$ cat config.mk
export PLATFORM = sky130hd
export DESIGN_NAME = mod_m_tick_counter
export DESIGN_NICKNAME = d
export VERILOG_FILES = /design/src/rtl/mod_m_tick_counter.sv
export SDC_FILE = /design/constraint.sdc
export NUM_CORES = 1
export LEC_CHECK = 0
export CORE_AREA = 2 2 39 41
export DETAILED_ROUTE_END_ITERATION = 8
export DIE_AREA = 0 0 41 43
export GPL_ROUTABILITY_DRIVEN = 1
export PLACE_DENSITY = 0.37
export RECOVER_POWER = 100
export SETUP_SLACK_MARGIN = 0.3
export SYNTH_ARGS = -nofsm -noshare
export SYNTH_HDL_FRONTEND = slang
export SYNTH_SLANG_ARGS = --single-unit
$ cat constraint.sdc
create_clock -name i_clk -period 1.5 [get_ports i_clk]
set_clock_uncertainty 0.2 [all_clocks]
set_input_delay 0.225 -clock i_clk [delete_from_list [all_inputs] [get_ports i_clk]]
set_output_delay 0.225 -clock i_clk [all_outputs]
set_load 0.02 [all_outputs]
$ cat src/rtl/mod_m_tick_counter.sv
// Free-running modulo-M counter with a terminal-count tick.
// Counts 0..M-1 and wraps to 0; o_max_tick is high while the count equals M-1
// and serves as a periodic one-cycle enable for downstream timing logic.
// Optional build macro: MOD_M_TICK_COUNTER_PARAM_CHECK_EN enables an
// elaboration-time range check on M and a simulation check on the count.
module mod_m_tick_counter #(
   parameter int N = 4,
   parameter int M = 10
) (
   input  logic         i_clk,
   input  logic         i_reset,
   output logic         o_max_tick,
   output logic [N-1:0] o_q
);

   // Terminal value; M-1 always fits in N bits for the legal range.
   localparam logic [N-1:0] MaxVal = N'(M - 1);

   logic [N-1:0] r_count;
   logic [N-1:0] w_count_next;
   logic         w_at_max;

   // Wrap is an explicit compare, not natural overflow, so any M works.
   always_comb begin
      w_at_max     = (r_count == MaxVal);
      w_count_next = r_count + 1'b1;
      if (w_at_max) begin
         w_count_next = '0;
      end
   end

   // Count register; synchronous reset wins over the wrap.
   always_ff @(posedge i_clk) begin
      if (i_reset) begin
         r_count <= '0;
      end else begin
         r_count <= w_count_next;
      end
   end

   assign o_q        = r_count;
   assign o_max_tick = w_at_max;

`ifdef MOD_M_TICK_COUNTER_PARAM_CHECK_EN
   // Reject out-of-range moduli at elaboration.
   if ((M < 2) || (longint'(M) > (longint'(1) << N))) begin : g_bad_modulus
      $fatal(1, "mod_m_tick_counter: illegal M=%0d for N=%0d", M, N);
   end

   // The count must never escape the 0..M-1 range once reset has been applied.
   always_ff @(posedge i_clk) begin
      if (!i_reset) begin
         assert (longint'(r_count) < longint'(M))
            else $error("mod_m_tick_counter: count %0d out of range (M=%0d)", r_count, M);
      end
   end
`endif

endmodule

After elaboration in Yosys (flattened, before gate mapping)
Cells that the tools add are included.
{"block": "totals", "input_bits": 2, "ff_bits": 4, "out_inout_bits": 5}
{"block": "op_classes", "eq_ne": 1, "addsub": 1, "reduce_logical": 1}
{"cell": "4-bit by 1-bit adder with 4-bit output, second input constant", "n": 1}
{"cell": "4-bit equality test, second input constant", "n": 1}
{"cell": "2-bit OR reduction", "n": 1}

Longest topological paths before layout
Gate-level depths: netlist (run 1).
{"block": "logic_depth", "word_depth": 2, "mapped_depth": 5, "ltp_nobuf": 5}

Least setup slack after synthesis (run 1)
Ideal clock, no wire load.
{"block": "synth_path", "path_type": "register to output", "from": "reg r_count[0] (netlist: o_q[0])", "to": "out o_max_tick", "setup_slack_ps": -4, "required_time_ps": 1075, "n_path_buf": 0, "t_arrival_ps": 1079, "stages_incl_launch_ff": 4, "cell_sequence": "dfxtp_1 -> ha_1 -> nand2_1 -> nor2_1"}
{"block": "synth_between", "elab_chain_len": 1}
{"item": "start, declared", "line": "19", "rtl": "logic [N-1:0] r_count;"}
{"item": "start signal, assigned", "line": "37", "rtl": "r_count <= w_count_next;"}
{"item": "4-bit equality test", "line": "25", "rtl": "w_at_max = (r_count == MaxVal);"}
{"item": "end, declared", "line": "12", "rtl": "output logic o_max_tick,"}
No other way between the ends.

Worst setup path in the final report (run 1)
{"block": "layout_path", "from": "reg r_count[1] (netlist: o_q[1])", "to": "out o_max_tick"}
Same word-level chain as after synthesis.

==> impl_metrics.tcl, run 1 <==
set metrics [dict create \
    met2_length_um 248 \
    dp_cells 47 \
    syn_inst 20 \
    relSlewSlack_pct 83.1 \
    track_usage_pct 8.02 \
    p_per_area_nw_per_um2 811 \
    wl_met3_um 43 \
    cts.clk_slew.worst_paths_ps 40 \
    netlist_area_um2 184 \
    multi_input_area_um2 151 \
    start_util_pct 13.3 \
    antenna_found_initial 0 \
    ir_worst_vdd_uv 230 \
    nNetsFinal 44 \
    cp_max_fo 2 \
    synth_cell_types 13 \
    drive_gt1_share_pct 60.5 \
    die_area_um2 1760 \
    slew_viol_final 0 \
    coreArea_um2 1380 \
    htree_levels 1 \
    area_delta_synth_final_pct 124 \
    clk_path_buf_depth 2 \
    critPathKind "reg2out" \
    finalHoldViolCount 0 \
    cts_tree "yes" \
    drt_iter0_drc 4 \
    io_pins 7 \
    ys_warn_count 0 \
    finalCritPeriodShare_pct 95.3 \
    final_cell_mix "6 x buf_6, 5 x buf_4, 3 x clkbuf_4" \
    drt-pass1-iter-count 2 \
    period_minus_slack_ps 1430 \
    dieWidth_um 41 \
    cp.required_ps 1070 \
    grt_pass1_vias 209 \
    drc 0 \
    postRouteAntennaNets 0 \
    grt_max_degree 7 \
    die_h_um 43 \
    pre_cts_slack_ps -222 \
    top_layer "met3" \
    p_leak_uw 0.000177 \
    io_buffers 6 \
    antenna_cells 0 \
    fill_cells 162 \
    instances_no_fill 54 \
    cts_buffers 3 \
    holdWs_ps 345 \
    hp-class "reg2reg" \
    fmax_ghz 0.700 \
    max-cap-violations 0 \
    final_common_cell "buf_6" \
    setup_violations 0 \
    cts_num_sinks 4 \
    avgSynthCellArea_um2 9.20 \
    crit_path_end_kind "output pin" \
    tightestPinTransition_ps 254 \
    stdcell_area_um2 412 \
    drt-met1-wl_um 225 \
    grt_first_pass_wirelength_um 876 \
    viasPerCell 3.91 \
    status "completed" \
    placedInstanceArea_um2 329 \
    yosysSeqAreaShare_pct 43.5 \
    cp_data_arrival_time_ps 1000 \
    rrSetupSlack_ps 100 \
    postCtsHoldBufs 0 \
    rows 14 \
    grt_overflow 0 \
    via_count 211 \
    cp-start-kind "register" \
    worst_slack_ps 71.0 \
    ctsRootBufferMaster "clkbuf_4" \
    synth_nets 24 \
    largest_register_ff_count 4 \
    wire_per_inst_um 9.57 \
    drt_wl_total_um 517 \
    rsz0062_at_grt "true" \
    regArea_um2 85.1 \
    ys_ff_latch 4 \
    clkLatencyLatePin_ps 240 \
    gp_congestion 0.574 \
]
==> final timing paths <==
check,start,cells after the start,end
hold reg to reg,o_q[0]$_SDFF_PP0_,2,o_q[1]$_SDFF_PP0_
setup reg to reg,o_q[1]$_SDFF_PP0_,8,o_q[0]$_SDFF_PP0_
setup / recovery,o_q[1]$_SDFF_PP0_,5,o_max_tick
hold / removal,o_q[0]$_SDFF_PP0_,2,o_q[1]$_SDFF_PP0_
==> report_power, final <==
part | switching [µW] | internal [µW]
Sequential | 5.74 | 114
Clock | 49.3 | 89.9
Combinational | 35.3 | 39.9
==> final cells by class <==
class | count | area share [%]
Inverter | 1 | 0.912
Multi-Input combinational cell | 15 | 36.8
Sequential cell | 4 | 20.7
Timing Repair Buffer | 15 | 31.3
Tap cell | 16 | 4.86
Clock buffer | 3 | 5.47
==> critical path, cell delays in order (launching register included) <==
cell and delay, ps:
dfxtp_1 300, inv_1 80, ha_4 140, nand2_4 50
nor2_4 70, buf_6 110
==> layer usage <==
| layer | track usage, % | vias to the layer above |
|---|---|---|
| met5 | 0 | - |
| met4 | 8.00 | 0 |
| met3 | 3.66 | 0 |
| met2 | 10.6 | 7 |
| met1 | 8.65 | 97 |
| li1 | - | 107 |
==> per-stage QoR <==
stage	total power (µW)	setup TNS, ps	utilization [%]
finish	334	0	29.7
floorplan	151	0	-
detailed placement	184	-222	23.8
global placement	183	-219	23.8
CTS	354	0	30.2
global route	361	0	29.7
==> cell families (layout without fill, tap and decap cells) <==
| family | after synthesis | after routing | synth area share (%) |
|---|---|---|---|
| AOI/OAI and AO/OA | 3 | 3 | 10.2 |
| adders and majority gates | 2 | 2 | 13.6 |
| buffers and inverters | 1 | 19 | 2.04 |
| DFF | 4 | 4 | 43.5 |
| and+or+nand+nor | 10 | 10 | 30.6 |
==> timing repair <==
| action | CTS | global route |
|---|---|---|
| resized for setup | 38 | 1 |
| buffers inserted | 3 | 1 |
| endpoints found under the setup margin | 9 | 8 |
| gates cloned | 0 | 0 |
| pin swaps | 7 | 4 |
==> synth_stat cells, drive strengths merged <==
cell type  n  area (µm²)
dfxtp      4        80.1
nor2       3        11.3
ha         2        25.0
nand2      2        7.51
a21oi      1        5.00
a31oi      1        6.26
inv        1        3.75
nand3      1        5.00
nand3b     1        7.51
nand4b     1        8.76
o21bai     1        7.51
or2b       1        7.51
or3b       1        8.76
Note: power is estimated with default switching activity, not from simulation.
==> run 2: changes to the inputs <==
--- a/config.mk
+++ b/config.mk
@@ -8,10 +8,10 @@
 export CORE_AREA = 2 2 39 41
 export DETAILED_ROUTE_END_ITERATION = 8
 export DIE_AREA = 0 0 41 43
-export GPL_ROUTABILITY_DRIVEN = 1
 export PLACE_DENSITY = 0.37
 export RECOVER_POWER = 100
 export SETUP_SLACK_MARGIN = 0.3
+export SLEW_MARGIN = 5
 export SYNTH_ARGS = -nofsm -noshare
 export SYNTH_HDL_FRONTEND = slang
 export SYNTH_SLANG_ARGS = --single-unit
==> results of run 2 <==
No change in the layout: final DEF, timing and power equal those of run 1.
==> run 3: changes to the inputs <==
--- a/config.mk
+++ b/config.mk
@@ -5,6 +5,7 @@
 export SDC_FILE = /design/constraint.sdc
 export NUM_CORES = 1
 export LEC_CHECK = 0
+export CAP_MARGIN = 0
 export CORE_AREA = 2 2 39 41
 export DETAILED_ROUTE_END_ITERATION = 8
 export DIE_AREA = 0 0 41 43
==> results of run 3 <==
No change in the layout: final DEF, timing and power equal those of run 1.
